## src/rtl/booth_mult_bist_if.sv

```systemverilog
// Operand/result bundle for booth_mult_bist. The master drives operands and
// control; the slave (the multiplier) returns the product and BIST status.
interface booth_mult_bist_if #(parameter int W = 8);
  logic [W-1:0]   a;
  logic [W-1:0]   b;
  logic           start;
  logic           test;
  logic           fault_inj;
  logic [2*W-1:0] product;
  logic           busy;
  logic           done;
  logic           bist_done;
  logic           pass;
  logic [15:0]    fail_count;

  modport master (output a, b, start, test, fault_inj,
                  input  product, busy, done, bist_done, pass, fail_count);
  modport slave  (input  a, b, start, test, fault_inj,
                  output product, busy, done, bist_done, pass, fail_count);
endinterface

```

## src/rtl/booth_mult_bist.sv

```systemverilog
// Sequential radix-2 Booth multiplier (signed WxW -> 2W) with a BIST engine that
// sweeps patterns P, P+STRIDE, ... through the same datapath and checks each product.
module booth_mult_bist #(
  parameter int W        = 8,
  parameter int BIST_LEN = 2**(2*W),
  parameter int STRIDE   = 1
) (
  input  logic              clk,
  input  logic              rst_n,
  booth_mult_bist_if.slave  bus
);
  localparam int PW = 2*W;
  localparam int IW = $clog2(BIST_LEN+1);
  localparam int CW = $clog2(W+1);

  typedef enum logic [2:0] {IDLE, RUN, BIST_LOAD, BIST_RUN, BIST_END} state_t;

  state_t          state_q, state_d;
  logic [W-1:0]    m_q, m_d;
  logic [W-1:0]    q_q, q_d;
  logic [W:0]      a_q, a_d;
  logic            q1_q, q1_d;
  logic [CW-1:0]   cnt_q, cnt_d;
  logic [PW-1:0]   p_q, p_d;
  logic [IW-1:0]   idx_q, idx_d;
  logic [PW-1:0]   prod_q, prod_d;
  logic            done_q, done_d;
  logic            pass_q, pass_d;
  logic [15:0]     fc_q, fc_d;

  logic [W:0]      m_ext, sum;
  logic [PW-1:0]   step_prod, ga, gb, golden;
  logic            last;

  // One Booth step: add/sub on the W+1-bit accumulator; the shift is folded
  // into how the next A/Q values are picked out of sum.
  assign m_ext = {m_q[W-1], m_q};
  always_comb begin
    case ({q_q[0], q1_q})
      2'b01:   sum = a_q + m_ext;
      2'b10:   sum = a_q - m_ext;
      default: sum = a_q;
    endcase
  end

  assign step_prod = {sum, q_q[W-1:1]} ^ {{(PW-1){1'b0}}, bus.fault_inj};
  assign last      = (cnt_q == CW'(W-1));

  // Golden reference: low 2W bits of a sign-extended multiply equal the signed product
  assign ga     = {{W{p_q[PW-1]}}, p_q[PW-1:W]};
  assign gb     = {{W{p_q[W-1]}},  p_q[W-1:0]};
  assign golden = ga * gb;

  always_comb begin
    state_d = state_q;
    m_d     = m_q;
    q_d     = q_q;
    a_d     = a_q;
    q1_d    = q1_q;
    cnt_d   = cnt_q;
    p_d     = p_q;
    idx_d   = idx_q;
    prod_d  = prod_q;
    done_d  = 1'b0;
    pass_d  = pass_q;
    fc_d    = fc_q;

    if (state_q == RUN || state_q == BIST_RUN) begin
      a_d   = {sum[W], sum[W:1]};
      q_d   = {sum[0], q_q[W-1:1]};
      q1_d  = q_q[0];
      cnt_d = cnt_q + 1'b1;
    end

    case (state_q)
      IDLE: begin
        // The entry edge doubles as the load of pattern 0 (P cleared to zero)
        if (bus.test) begin
          fc_d    = '0;
          pass_d  = 1'b0;
          p_d     = '0;
          idx_d   = '0;
          m_d     = '0;
          q_d     = '0;
          a_d     = '0;
          q1_d    = 1'b0;
          cnt_d   = '0;
          state_d = BIST_RUN;
        end else if (bus.start) begin
          m_d     = bus.a;
          q_d     = bus.b;
          a_d     = '0;
          q1_d    = 1'b0;
          cnt_d   = '0;
          state_d = RUN;
        end
      end
      RUN: begin
        if (last) begin
          prod_d  = step_prod;
          done_d  = 1'b1;
          state_d = IDLE;
        end
      end
      BIST_LOAD: begin
        if (!bus.test) begin
          state_d = IDLE;
        end else begin
          m_d     = p_q[PW-1:W];
          q_d     = p_q[W-1:0];
          a_d     = '0;
          q1_d    = 1'b0;
          cnt_d   = '0;
          state_d = BIST_RUN;
        end
      end
      BIST_RUN: begin
        if (!bus.test) begin
          state_d = IDLE;
        end else if (last) begin
          prod_d = step_prod;
          if (step_prod != golden && fc_q != 16'hFFFF) fc_d = fc_q + 16'd1;
          p_d   = p_q + PW'(STRIDE);
          idx_d = idx_q + 1'b1;
          if (idx_q == IW'(BIST_LEN-1)) begin
            pass_d  = (fc_d == 16'd0);
            state_d = BIST_END;
          end else begin
            state_d = BIST_LOAD;
          end
        end
      end
      BIST_END: begin
        if (!bus.test) state_d = IDLE;
      end
      default: state_d = IDLE;
    endcase
  end

  always_ff @(posedge clk or negedge rst_n) begin
    if (!rst_n) begin
      state_q <= IDLE;
      m_q     <= '0;
      q_q     <= '0;
      a_q     <= '0;
      q1_q    <= 1'b0;
      cnt_q   <= '0;
      p_q     <= '0;
      idx_q   <= '0;
      prod_q  <= '0;
      done_q  <= 1'b0;
      pass_q  <= 1'b0;
      fc_q    <= '0;
    end else begin
      state_q <= state_d;
      m_q     <= m_d;
      q_q     <= q_d;
      a_q     <= a_d;
      q1_q    <= q1_d;
      cnt_q   <= cnt_d;
      p_q     <= p_d;
      idx_q   <= idx_d;
      prod_q  <= prod_d;
      done_q  <= done_d;
      pass_q  <= pass_d;
      fc_q    <= fc_d;
    end
  end

  assign bus.product    = prod_q;
  assign bus.done       = done_q;
  assign bus.busy       = (state_q != IDLE) && (state_q != BIST_END);
  assign bus.bist_done  = (state_q == BIST_END);
  assign bus.pass       = pass_q;
  assign bus.fail_count = fc_q;
endmodule

```

## src/flat_wrapper.sv

```systemverilog
// flat-port wrapper written by rule: the top's interface ports become plain ports
module booth_mult_bist_flat 
#(
  parameter int W        = 8,
  parameter int BIST_LEN = 2**(2*W),
  parameter int STRIDE   = 1
)
  (clk, rst_n, bus_a, bus_b, bus_start, bus_test, bus_fault_inj, bus_product, bus_busy, bus_done, bus_bist_done, bus_pass, bus_fail_count);
  booth_mult_bist_if #(.W(W)) bus_i ();
  input  logic clk;
  input  logic rst_n;
  input wire logic [$bits(bus_i.a)-1:0] bus_a;
  input wire logic [$bits(bus_i.b)-1:0] bus_b;
  input wire logic [$bits(bus_i.start)-1:0] bus_start;
  input wire logic [$bits(bus_i.test)-1:0] bus_test;
  input wire logic [$bits(bus_i.fault_inj)-1:0] bus_fault_inj;
  output wire logic [$bits(bus_i.product)-1:0] bus_product;
  output wire logic [$bits(bus_i.busy)-1:0] bus_busy;
  output wire logic [$bits(bus_i.done)-1:0] bus_done;
  output wire logic [$bits(bus_i.bist_done)-1:0] bus_bist_done;
  output wire logic [$bits(bus_i.pass)-1:0] bus_pass;
  output wire logic [$bits(bus_i.fail_count)-1:0] bus_fail_count;
  assign bus_i.a = bus_a;
  assign bus_i.b = bus_b;
  assign bus_i.start = bus_start;
  assign bus_i.test = bus_test;
  assign bus_i.fault_inj = bus_fault_inj;
  assign bus_product = bus_i.product;
  assign bus_busy = bus_i.busy;
  assign bus_done = bus_i.done;
  assign bus_bist_done = bus_i.bist_done;
  assign bus_pass = bus_i.pass;
  assign bus_fail_count = bus_i.fail_count;
  booth_mult_bist #(.W(W), .BIST_LEN(BIST_LEN), .STRIDE(STRIDE)) u_core (.clk(clk), .rst_n(rst_n), .bus(bus_i));
endmodule
```

## config.mk

```make
export PLATFORM = sky130hd
export DESIGN_NAME = booth_mult_bist_flat
export DESIGN_NICKNAME = d
export VERILOG_FILES = /design/src/rtl/booth_mult_bist_if.sv /design/src/rtl/booth_mult_bist.sv /design/src/flat_wrapper.sv
export SDC_FILE = /design/constraint.sdc
export NUM_CORES = 1
export LEC_CHECK = 0
export BUFFER_PORTS_ARGS = -buffer_cell sky130_fd_sc_hd__buf_4
export CORE_MARGIN = 4
export CORE_UTILIZATION = 58
export CTS_CLUSTER_DIAMETER = 100
export CTS_CLUSTER_SIZE = 24
export DETAILED_ROUTE_END_ITERATION = 6
export PLACE_DENSITY = 0.77
export SLEW_MARGIN = 20
export SYNTH_ARGS = -nofsm -noshare
export SYNTH_HDL_FRONTEND = slang
export SYNTH_SLANG_ARGS = --single-unit
```

## constraint.sdc

```tcl
create_clock -name clk -period 16.7 [get_ports clk]
set_input_delay 0.835 -clock clk [delete_from_list [all_inputs] [get_ports clk]]
set_output_delay 0.835 -clock clk [all_outputs]
set_load 0.02 [all_outputs]
```

# Yosys cells after proc, flatten, opt, wreduce, memory -nomap -nowiden
# Index checks and enable logic that the tools add are counted.
[word_totals]
latchBits = 0
mem_bits_ro = 0
output_inout_bits = 36
ramBits = 0
ff_bits = 100
wordCells = 113
n_memories = 0
inputBits = 21
[classes]
shift = 0
eq_ne = 20
muxes = 59
div_mod_pow = 0
n_bitwise = 1
multipliers = 1
reduce_logical = 14
add_sub_neg = 6
n_lt_le_gt_ge = 0
[ops]
columns = ["cell", "count"]
rows = [
  ["$mux 16", 11],
  ["$pmux 16 s2", 3],
  ["$mux 8", 7],
  ["$mux 17", 3],
  ["$mux 9", 4],
  ["$pmux 9 s2", 2],
  ["$pmux 17 s2", 1],
  ["$add 16x1->16 const B", 2],
  ["$pmux 8 s2", 2],
  ["$mux 3", 7],
  ["$add 17x1->17 const B", 1],
  ["$eq 17x16->1 const B", 1],
  ["$logic_not 16->1", 1],
  ["$mul 8x8->16", 1],
  ["$mux 4", 4],
  ["$ne 16x16->1", 1],
  ["$ne 16x16->1 const B", 1],
  ["$xor 16x1->16", 1],
  ["$pmux 3 s5", 1],
  ["$mux 1", 10],
  ["$ne 2x2->1 const B", 5],
  ["$add 9x9->9", 1],
  ["$sub 9x9->9", 1],
  ["$pmux 4 s2", 1],
  ["21 further kinds", 29],
]

# Logic depth before layout (Yosys ltp)
# Gate-level depths: netlist (run 1).
[logic_depth]
word_depth = 14
mapped_depth = 24
ltp_nobuf = 21

# Worst setup path before layout (run 1)
# OpenSTA, ideal clock, no wires.
[synth_timing]
path_type = "register to register"
startpoint = "register u_core.p_q[2]"
endpoint = "register u_core.pass_q, in the netlist u_core.bus.pass"
path_stages_with_launch = 21
slack_ns = 10.972
t_arrival_ns = 5.636
required_ns = 16.608
cell_sequence = "dfrtp_1 -> clkbuf_1 -> and2_1 -> fa_1 -> inv_1 -> fa_1 -> fa_1 -> fa_1 -> inv_1 -> ha_1 -> o211a_1 -> a211oi_2 -> a211oi_1 -> or4_1 -> a22oi_1 -> and3_2 -> a41oi_1 -> mux2i_1 -> a2111oi_2 -> nand4_1 -> o31ai_2"
[synth_between]
elab_chain_len = 12
[synth_lines]
columns = ["item", "line_no", "rtl"]
rows = [
  ["from (decl)", "booth_mult_bist.sv:24", "logic [PW-1:0] p_q, p_d;"],
  ["from (signal assigned)", "booth_mult_bist.sv:161", "p_q <= p_d;"],
  ["$mul 8x8->16", "booth_mult_bist.sv:52", "assign golden = ga * gb;"],
  ["$ne 16x16->1", "booth_mult_bist.sv:122", "if (step_prod != golden && fc_q != 16'hFFFF) fc_d = fc_q + 16'd1;"],
  ["$logic_and 1x1->1", "booth_mult_bist.sv:122", ""],
  ["$mux 16", "booth_mult_bist.sv:122", ""],
  ["$mux 16", "booth_mult_bist.sv:120", "end else if (last) begin"],
  ["$mux 16", "booth_mult_bist.sv:118", "if (!bus.test) begin"],
  ["$mux 16", "booth_mult_bist.sv:75", "case (state_q)"],
  ["$logic_not 16->1", "booth_mult_bist.sv:126", "pass_d = (fc_d == 16'd0);"],
  ["$mux 1", "booth_mult_bist.sv:125", "if (idx_q == IW'(BIST_LEN-1)) begin"],
  ["$mux 1", "booth_mult_bist.sv:120", ""],
  ["$mux 1", "booth_mult_bist.sv:118", ""],
  ["$pmux 1 s2", "booth_mult_bist.sv:75", ""],
  ["to (signal assigned)", "booth_mult_bist.sv:165", "pass_q <= pass_d;"],
  ["to (decl)", "booth_mult_bist.sv:28", "logic pass_q, pass_d;"],
]
# Every way passes these cells. The select of a mux whose other input is x is not followed.
# A chain may end at the register's enable or synchronous reset.

# Worst setup path in the final report (run 1)
# Same ends and word-level chain as after synthesis.

==> results.toml, run 1 <==
[run_status]
run_status = "finished clean"

[clock_tree]
htreeDepth = 3
postCtsSetupRepairBufs = 0
root_buffer = "clkbuf_16"
clk_pin_slew_worst_paths_ps = 70
tritoncts = "yes"
hold_buffers = 0
cts_buffers = 9
clock_sinks = 100
insertion_delay_ps = 350
cts_max_path_buffers = 2
ctsResizeCount = 0

[power_and_ir_drop]
switching_share = 0.442
powerDensity_mw_per_mm2 = 132
p_comb_frac = 0.552
clock_power_share = 0.158
vdd.ir_drop.worst_v = 0.0000765
p_sw_uw = 542
p_leak_uw = 0.00419
p_int_uw = 683
power.share.sequential = 0.290

[hold_path]
min_to = "u_core.bus.product[13]"
min_path_cells = 1
hp-class = "reg -> reg"
worstHoldStart = "u_core.bus.product[13]"

[global_route]
antenna_found_initial = 0
grt_max_degree = 52
grt_pass1_vias = 6868
grt_pass1_wl_um = 35000
overflow = 0
track_usage = 0.266

[layout]
insertedDiodeCount = 0
finish.utilization = 0.657
area_growth_syn_to_layout_pct = 9.54
final_nets = 1097
drive_gt1_frac = 0.124

[floorplanning]
fp-row-count = 43
start_util = 0.600
core_area_mm2 = 0.0141
io_pins = 57
dieArea_mm2 = 0.0166
die_w_um = 129
fp.dieH_um = 129

[logic_synthesis]
synth.avg_cell_area_um2 = 8.94
syn_inst = 946
synth_cell_types = 78
synth_edf_count = 0
ys.flop_type = "dfrtp_1"
ys_ff_latch = 100
seq_area_frac_synth = 0.296
yosys_warnings = 0
syn_nets = 1067
async_reset_ff_frac = 1.00
syn-cell-area_mm2 = 0.00846

[setup_path]
r2r_cells = 19
reg2reg_to = "u_core.bus.pass"
r2r_start = "u_core.p_q[2]"
worstSetupPathType = "reg -> reg"
worst_ep_arrival_time_ps = 6470
critPathRequiredTime_ps = 16960
r2r_slack_ps = 10490
worstPathMaxFanout = 16
cp-start-kind = "flop"
cp-end-kind = "flop"

[routing]
drt-total-wl_um = 20800
drc_errors = 0
drtAntennaViolNets = 0
first_pass_iters = 5
routedWlPerCell_um = 17.9
drt_iter0_drc = 590
vias_per_cell = 5.97
vias = 6932

[timing]
maxSlewHeadroom = 0.380
min_period_ps = 6210
rsz0062_at_grt = "no"
fmax_mhz = 161
finClkSkew_ps = 9.75
setup_viol = 0
fin_crit_sh = 0.372
finalSetupTns_ps = 0
slew_violations = 0
hold_viol = 0
tightest_slew_ps = 927

[place]
port_buffers = 56
globalplace.congestion = 0.898
hpwl_um = 15600

[run]
maxCapViolCount = 0
==> synth_stat cells, types with 4 or more instances <==
cell	instances	area, um2
inv_1	87	327
nand2b_1	14	87.6
nand3_1	26	130
a21oi_1	66	330
nand4_1	11	68.8
buf_2	7	35.0
dfrtp_1	100	2500
or2_2	5	31.3
a211oi_1	9	67.6
nand2_1	93	349
nor3b_1	14	105
clkbuf_1	35	131
nor2_1	87	327
a221o_1	8	80.1
o21a_1	8	60.1
nor2b_1	6	37.5
o21ai_1	9	45.0
mux2_2	10	113
xor2_1	25	219
nor3_1	14	70.1
a31oi_1	5	31.3
o31ai_1	9	67.6
ha_1	44	551
xnor2_1	32	280
or3_1	8	50.1
o21ai_0	33	165
a21o_1	5	37.5
and3_1	10	62.6
mux2i_1	5	50.1
o22ai_1	4	25.0
fa_1	56	1120
and2_1	30	188
o41ai_1	6	52.6
==> routing by layer <==
metal  part of all wire  global-route usage
met2               0.49               0.441
met1               0.42               0.359
met5                  0                   0
met4              0.022              0.0747
met3              0.066              0.0531
==> power groups by stage <==
stage / Clock, uW / Sequential, uW / Combinational [uW]
after floorplan: 0 / 362 / 481
after global placement: 0 / 357 / 650
after detailed placement: 0 / 359 / 665
after CTS: 197 / 355 / 672
after global routing: 208 / 363 / 743
final: 194 / 355 / 676
==> critical path, cell delays in order, from the launching register on <==
cell and delay [ps]:
dfrtp_1 580, and2_1 310, fa_1 700, inv_1 130, fa_1 480, fa_1 520, fa_1 540, inv_1 40
ha_1 360, o211a_1 170, a211oi_2 220, a211oi_1 100, or4_1 420, a22oi_1 250, and4_1 300, nand3_2 150
and2_1 340, nand2_1 180, a21oi_1 100, o31ai_2 240
==> area by class of cell <==
cell class                 instances  area, um2
clock buffer                      10        229
clock inverter                     6       40.0
fill                            1187       4830
inverter                          89        334
multi-input combinational        711       5450
sequential                       100       2500
tap                              180        225
timing repair buffer              65        488
==> how the worst max path moves through the flow <==
stage | from | endpoint | cells past startpoint
floorplan | u_core.p_q[2] | u_core.bus.pass | 20
global placement | u_core.p_q[2] | u_core.bus.pass | 19
detailed placement | u_core.p_q[2] | u_core.bus.pass | 19
CTS | u_core.p_q[2] | u_core.bus.pass | 19
global route | u_core.p_q[2] | u_core.bus.pass | 19
finish | u_core.p_q[2] | u_core.bus.pass | 19
==> through the flow <==
stage	area, um2	power [uW]	setup WS [ps]	hold slack (ps)	std cells
2_1_floorplan	8460	843	10970	476	946
3_3_place_gp	8990	1010	10680	485	1145
3_5_place_dp	9000	1020	10600	498	1145
4_1_cts	9270	1220	10540	512	1161
5_1_grt	9270	1310	10150	523	1161
6_report	9270	1220	10490	510	1161
==> kinds of logic (layout without fill, tap and decap cells) <==
kind of cell               after synthesis  after routing  share of synthesized area
and+or+nand+nor                        341            341                      0.201
AOI/OAI and AO/OA                      192            192                      0.148
buffers and inverters                  135            170                     0.0627
adders and majority gates              100            100                      0.198
DFF                                    100            100                      0.296
xor gates and xnor gates                62             62                     0.0722
muxes                                   16             16                     0.0219
==> cells in the final DEF, fill, tap and decap left out, drive strengths merged, types with 4 or more instances in the layout <==
master	Yosys	layout
a211oi	10	10
a21o	5	5
a21oi	67	67
a221o	8	8
a31oi	5	5
and2	32	32
and3	13	13
buf	11	65
clkbuf	35	10
clkinv	1	5
dfrtp	100	100
fa	56	56
ha	44	44
inv	88	89
mux2	10	10
mux2i	6	6
nand2	93	93
nand2b	14	14
nand3	28	28
nand4	11	11
nor2	87	87
nor2b	7	7
nor3	14	14
nor3b	14	14
o21a	8	8
o21ai	43	43
o22ai	4	4
o31ai	10	10
o41ai	6	6
or2	5	5
or3	9	9
xnor2	34	34
xor2	26	26
==> registers in the layout (all words and copies together) (netlist names) <==
register               count
u_core.bus.pass            1
u_core.cnt_q               4
u_core.bus.fail_count     16
u_core.m_q                 8
u_core.q_q                 8
u_core.bus.done            1
u_core.q1_q                1
u_core.bus.product        16
u_core.p_q                16
u_core.idx_q              17
u_core.a_q                 9
u_core.state_q             3
(Power assumes the default switching activity.)
==> run 2, diff against run 1 <==
==> constraint.sdc (replaced) <==
create_clock -name clk -period 6.5 [get_ports clk]
set_input_delay 0.325 -clock clk [delete_from_list [all_inputs] [get_ports clk]]
set_output_delay 0.325 -clock clk [all_outputs]
set_load 0.02 [all_outputs]
==> results.toml, run 2 (synthesis results as in run 1) <==
[setup_path]
worstSetupPathType = "reg -> reg"
crit_path_start = "u_core.p_q[15]"
cp-end-kind = "flop"
worst_ep_arrival_time_ps = 6290
cp-start-kind = "flop"
critPathSlowestCell = "fa_1"
reg2reg_to = "u_core.bus.pass"
worstPathMaxFanout = 10
worstPathCellList = "and2_1, fa_1, inv_1, fa_1, fa_1, fa_1, inv_1, ha_1, o211a_1, a211oi_2, a211oi_1, or4_1, a22oi_1, and3_2, a41oi_1, mux2i_1, a2111oi_2, nand4_1, o31ai_2"
r2r_slack_ps = 470
path_common_cell = "fa_1"
critPathCapture = "u_core.bus.pass"
r2r_cells = 19
critPathRequiredTime_ps = 6760
r2r_start = "u_core.p_q[15]"
max_stage_delay_ps = 700

[timing]
maxSlewHeadroom = 0.321
finalSetupTns_ps = 0
fmax_mhz = 166
slew_violations = 0
rsz0062_at_grt = "no"
hold_viol = 0
min_period_ps = 6030
finClkSkew_ps = 7.04
tightest_slew_ps = 1020
setup_viol = 0
fin_crit_sh = 0.927
finalWorstSetupSlack_ps = 473

[floorplanning]
die_w_um = 129
fp-row-count = 43
dieArea_mm2 = 0.0166
fp.dieH_um = 129
core_area_mm2 = 0.0141
start_util = 0.600
io_pins = 57

[clock_tree]
clk_pin_slew_worst_paths_ps = 80
cts_buffers = 9
clock_sinks = 100
cts_max_path_buffers = 2
insertion_delay_ps = 350
hold_buffers = 0
htreeDepth = 3
postCtsSetupRepairBufs = 0
tritoncts = "yes"
root_buffer = "clkbuf_16"

[layout]
drive_gt1_frac = 0.130
regMostFlops = "u_core.idx_q"
insertedDiodeCount = 0
design_area_mm2 = 0.00936
area_growth_syn_to_layout_pct = 10.6
largest_register_ffs = 17
fillCellCount = 1151
final_cell_mix = "100 x dfrtp_1, 93 x nand2_1, 87 x inv_1, 86 x nor2_1, 69 x buf_4"
final_nets = 1101
final_common_cell = "dfrtp_1"

[global_route]
grt_pass1_wl_um = 34900
antenna_found_initial = 0
grt_max_degree = 54
overflow = 0
track_usage = 0.264
grt_pass1_vias = 6811

[power_and_ir_drop]
p_comb_frac = 0.537
power.share.sequential = 0.279
p_leak_uw = 0.00425
switching_share = 0.437
powerDensity_mw_per_mm2 = 349
p_int_uw = 1840
vdd.ir_drop.worst_v = 0.000214
p_sw_uw = 1430
clock_power_share = 0.184

[routing]
drt_iter0_drc = 546
vias_per_cell = 6.02
drt-total-wl_um = 21100
vias = 7010
routedWlPerCell_um = 18.2
first_pass_iters = 5
drtAntennaViolNets = 0
drc_errors = 0

[place]
place_ws_ps = 443
globalplace.congestion = 0.920
placed_area_mm2 = 0.00903
hpwl_um = 15800
port_buffers = 56

[run_status]
run_status = "finished clean"

[run]
maxCapViolCount = 0

[hold_path]
hp-class = "in -> async"
## run 2: changes by cell type in the layout (fill, tap and decap cells not counted), sizes merged
| cell | before | now |
|---|---|---|
| inv | 89 | 92 |
| bufinv | 0 | 2 |
| clkbuf | 10 | 9 |
| buf | 65 | 69 |
| clkinv | 5 | 1 |
## run 2: worst min path at each step
stage	startpoint	end	slack (ps)
final	rst_n	u_core.bus.product[3]	20
after global routing	rst_n	u_core.bus.product[5]	50
after CTS	rst_n	u_core.bus.product[3]	40
after detailed placement	rst_n	u_core.bus.product[3]	410
after global placement	rst_n	u_core.bus.product[5]	420
after floorplan	rst_n	u_core.a_q[0]	30
## run 2: critical path, delay by kind of cell (launching register included)
kind | cells | cell delay (ps)
flip-flops | 1 | 500
adder cells (fa/ha/maj) | 5 | 2620
multiplexers | 1 | 160
AO/OA/AOI/OAI | 7 | 1390
AND/OR/NAND/NOR | 4 | 1080
buffers and inverters | 2 | 170
## run 2: cell type report
class	instances	area, um2	share of cell area
tap	180	225	0.0241
timing repair buffer	69	518	0.0554
sequential	100	2500	0.267
clock buffer	9	225	0.0241
inverter	89	334	0.0357
multi-input combinational	711	5450	0.582
clock inverter	7	105	0.0112
## run 2: repair_timing
action | CTS | global route
setup endpoints to repair | 0 | 1
gates resized for setup | 0 | 1
hold endpoints to repair | 0 | 0
## run 2: metrics by stage
stage               hold WS [ps]  power [uW]   util  std cells
floorplan                   29.4        2170      -        946
global placement             418        2590  0.640       1149
detailed placement           413        2640  0.640       1149
CTS                         37.5        3250  0.664       1165
global route                52.9        3470  0.664       1165
finish                      19.1        3270  0.664       1165
## run 2: per-layer routing
metal,share of wire,track usage
met3,0.067,0.0486
met2,0.47,0.428
met1,0.43,0.363
met5,0,0
met4,0.026,0.0828
## run 2: power by group through the flow
stage,Clock (uW),Sequential (uW),Combinational [uW]
4_1_cts,609,910,1730
6_report,602,911,1750
3_3_place_gp,0,914,1680
5_1_grt,636,931,1910
3_5_place_dp,0,921,1720
2_1_floorplan,0,930,1240
==> run 3, diff against run 2 <==
--- a/config.mk
+++ b/config.mk
@@ -5,6 +5,7 @@
 export SDC_FILE = /design/constraint.sdc
 export NUM_CORES = 1
 export LEC_CHECK = 0
+export ABC_AREA = 1
 export BUFFER_PORTS_ARGS = -buffer_cell sky130_fd_sc_hd__buf_4
 export CORE_MARGIN = 4
 export CORE_UTILIZATION = 58
==> results.toml, run 3 <==
[layout]
final_common_cell = "nand2_1"
fillCellCount = 1259
final_cell_mix = "287 x nand2_1, 225 x inv_1, 100 x dfrtp_1, 79 x nand3_1, 67 x nor2_1"
insertedDiodeCount = 0
final_nets = 1331
regMostFlops = "u_core.idx_q"
largest_register_ffs = 17
drive_gt1_frac = 0.0881
area_growth_syn_to_layout_pct = 9.26

[hold_path]
min_path_cells = 3
hp-class = "in -> reg"
worstHoldStart = "bus_b[6]"

[power_and_ir_drop]
clock_power_share = 0.140
p_sw_uw = 1830
powerDensity_mw_per_mm2 = 387
vdd.ir_drop.worst_v = 0.000204
p_int_uw = 1870
power.share.sequential = 0.290
p_comb_frac = 0.569
switching_share = 0.494
p_total_uw = 3690
p_leak_uw = 0.00487

[setup_path]
critPathRequiredTime_ps = 6790
r2r_start = "u_core.p_q[2]"
r2r_cells = 27
worstSetupPathType = "reg -> reg"
crit_path_start = "u_core.p_q[2]"
worst_ep_arrival_time_ps = 6100
worstPathMaxFanout = 23
cp-start-kind = "flop"
cp-end-kind = "flop"

[clock_tree]
ctsResizeCount = 0
tritoncts = "yes"
root_buffer = "clkbuf_16"
clock_sinks = 100
clk_pin_slew_worst_paths_ps = 70
insertion_delay_ps = 350
cts_buffers = 9
htreeDepth = 3
cts_max_path_buffers = 2

[routing]
drt_iter0_drc = 609
vias = 7629
first_pass_iters = 6
routedWlPerCell_um = 15.1
vias_per_cell = 5.45
drt-total-wl_um = 21100
drc_errors = 0
drtAntennaViolNets = 0

[logic_synthesis]
synth_edf_count = 0
syn-cell-area_mm2 = 0.00875
ys.flop_type = "dfrtp_1"
yosys_warnings = 0
synthXorXnorAreaFrac = 0.0371
synth_top_family_by_area = "simple AND/OR/NAND/NOR gates"
yosysMostFrequentCell = "nand2_1"
yosys.area_share.simple = 0.269
syn_inst = 1177
yosysTopAreaCellShare = 0.286
synth.avg_cell_area_um2 = 7.43
synth_area_leaders = "dfrtp_1 29%, fa_1 13%, nand2_1 12%, inv_1 9.7%, ha_1 6.3%"
ys_ff_latch = 100
synthAdderAreaFrac = 0.191
synthTopCellsByCount = "287 x nand2_1, 225 x inv_1, 100 x dfrtp_1"
seq_area_frac_synth = 0.286
yosysTopAreaCell = "dfrtp_1"
synth_compound_area_frac = 0.0967
async_reset_ff_frac = 1.00
muxShareOfSynthArea = 0.00114
syn_nets = 1298
synth_cell_types = 51

[global_route]
track_usage = 0.258
grt_pass1_wl_um = 34900
overflow = 0
grt_max_degree = 73
antenna_found_initial = 0
grt_pass1_vias = 7289

[place]
globalplace.congestion = 0.964
hpwl_um = 16600
port_buffers = 56

[timing]
fmax_mhz = 172
setup_viol = 0
slew_violations = 0
min_period_ps = 5810
hold_viol = 0
maxSlewHeadroom = 0.368
fin_crit_sh = 0.893
finClkSkew_ps = 14.1
tightest_slew_ps = 948
rsz0062_at_grt = "no"
finalSetupTns_ps = 0

[floorplanning]
fp-row-count = 44
fp.dieH_um = 131
start_util = 0.597
io_pins = 57
dieArea_mm2 = 0.0171
core_area_mm2 = 0.0146
die_w_um = 131

[run_status]
run_status = "finished clean"

[run]
maxCapViolCount = 0
run 3: cell types whose count changed after synthesis, sizes merged, moves of 12 or more:
| cell | change |
|---|---|
| o21ai | +28 |
| inv | +142 |
| and2 | -31 |
| nand2b | -14 |
| nand2 | +198 |
| a21oi | -34 |
| nand3 | +53 |
| nor3 | +16 |
| and3 | -12 |
| xnor2 | -27 |
run 3: kinds of logic (layout without fill, tap and decap cells):
kind of cell,Yosys count,after routing
flops,100,100
buf+inv,269,307
xor+xnor,37,37
fa+ha+maj,100,100
simple gates,526,526
mux,1,1
compound gates,144,144
run 3: cell type report:
type	count	area, um2	area share
flip-flops and latches	100	2500	0.262
inverters	230	863	0.0903
multi-input cells	808	5210	0.545
clock inverters	5	36.3	0.00380
repair buffers	61	460	0.0482
well taps	184	230	0.0241
clock buffers	11	253	0.0265
run 3: metrics by stage:
| step | instances | cell area (um2) | util | worst slack, ps | hold WS (ps) |
|---|---|---|---|---|---|
| 2_1_floorplan | 1177 | 8750 | - | 1340 | 29.4 |
| 3_3_place_gp | 1382 | 9250 | 0.632 | 718 | 267 |
| 3_5_place_dp | 1382 | 9250 | 0.632 | 689 | 269 |
| 4_1_cts | 1399 | 9550 | 0.652 | 666 | 228 |
| 5_1_grt | 1399 | 9560 | 0.653 | 153 | 255 |
| 6_report | 1399 | 9560 | 0.653 | 694 | 243 |
run 3: worst max-delay path, cell delays in order, from the launching register on:
cell and delay (ps):
dfrtp_1 500, nand2_1 110, inv_1 100, fa_1 690
inv_1 140, fa_1 540, inv_1 50, fa_1 500
inv_1 50, fa_1 520, inv_1 50, ha_1 350
inv_1 110, nor3_1 230, nand3_1 130, nand4_1 180
nand2_1 80, nand2_1 60, nand2_1 60, nor2_2 140
nand4_4 200, nand2_2 380, o21ai_0 170, nor2_1 130
nand2_1 60, nor2_1 80, nand2_1 60, nand2_1 50
run 3: timing repair:
| action | in CTS | in global routing |
|---|---|---|
| hold buffers | 1 | 0 |
| endpoints found under the hold margin | 28 | 0 |
| buffers inserted | 0 | 0 |
run 3: metal layers:
layer  track usage  routed length [um]
met4         0.114                 840
met3        0.0378                 962
met2         0.409                9740
met5             0                   0
met1         0.353                9570
run 3: final timing paths:
check / endpoint / slack (ps)
hold reg to reg: u_core.bus.product[9] / 480
max in group asynchronous: u_core.p_q[5] / 4790
setup / recovery: u_core.bus.pass / 690
setup reg to reg: u_core.bus.pass / 690
min in group asynchronous: u_core.bus.product[10] / 440
hold / removal: u_core.q_q[6] / 240
run 3: power groups by stage:
stage               combinational [uW]  clock, uW  sequential [uW]
floorplan                         1490          0             1090
global placement                  2050          0             1070
detailed placement                2080          0             1080
CTS                               2100        528             1070
global route                      2370        551             1100
finish                            2100        519             1070
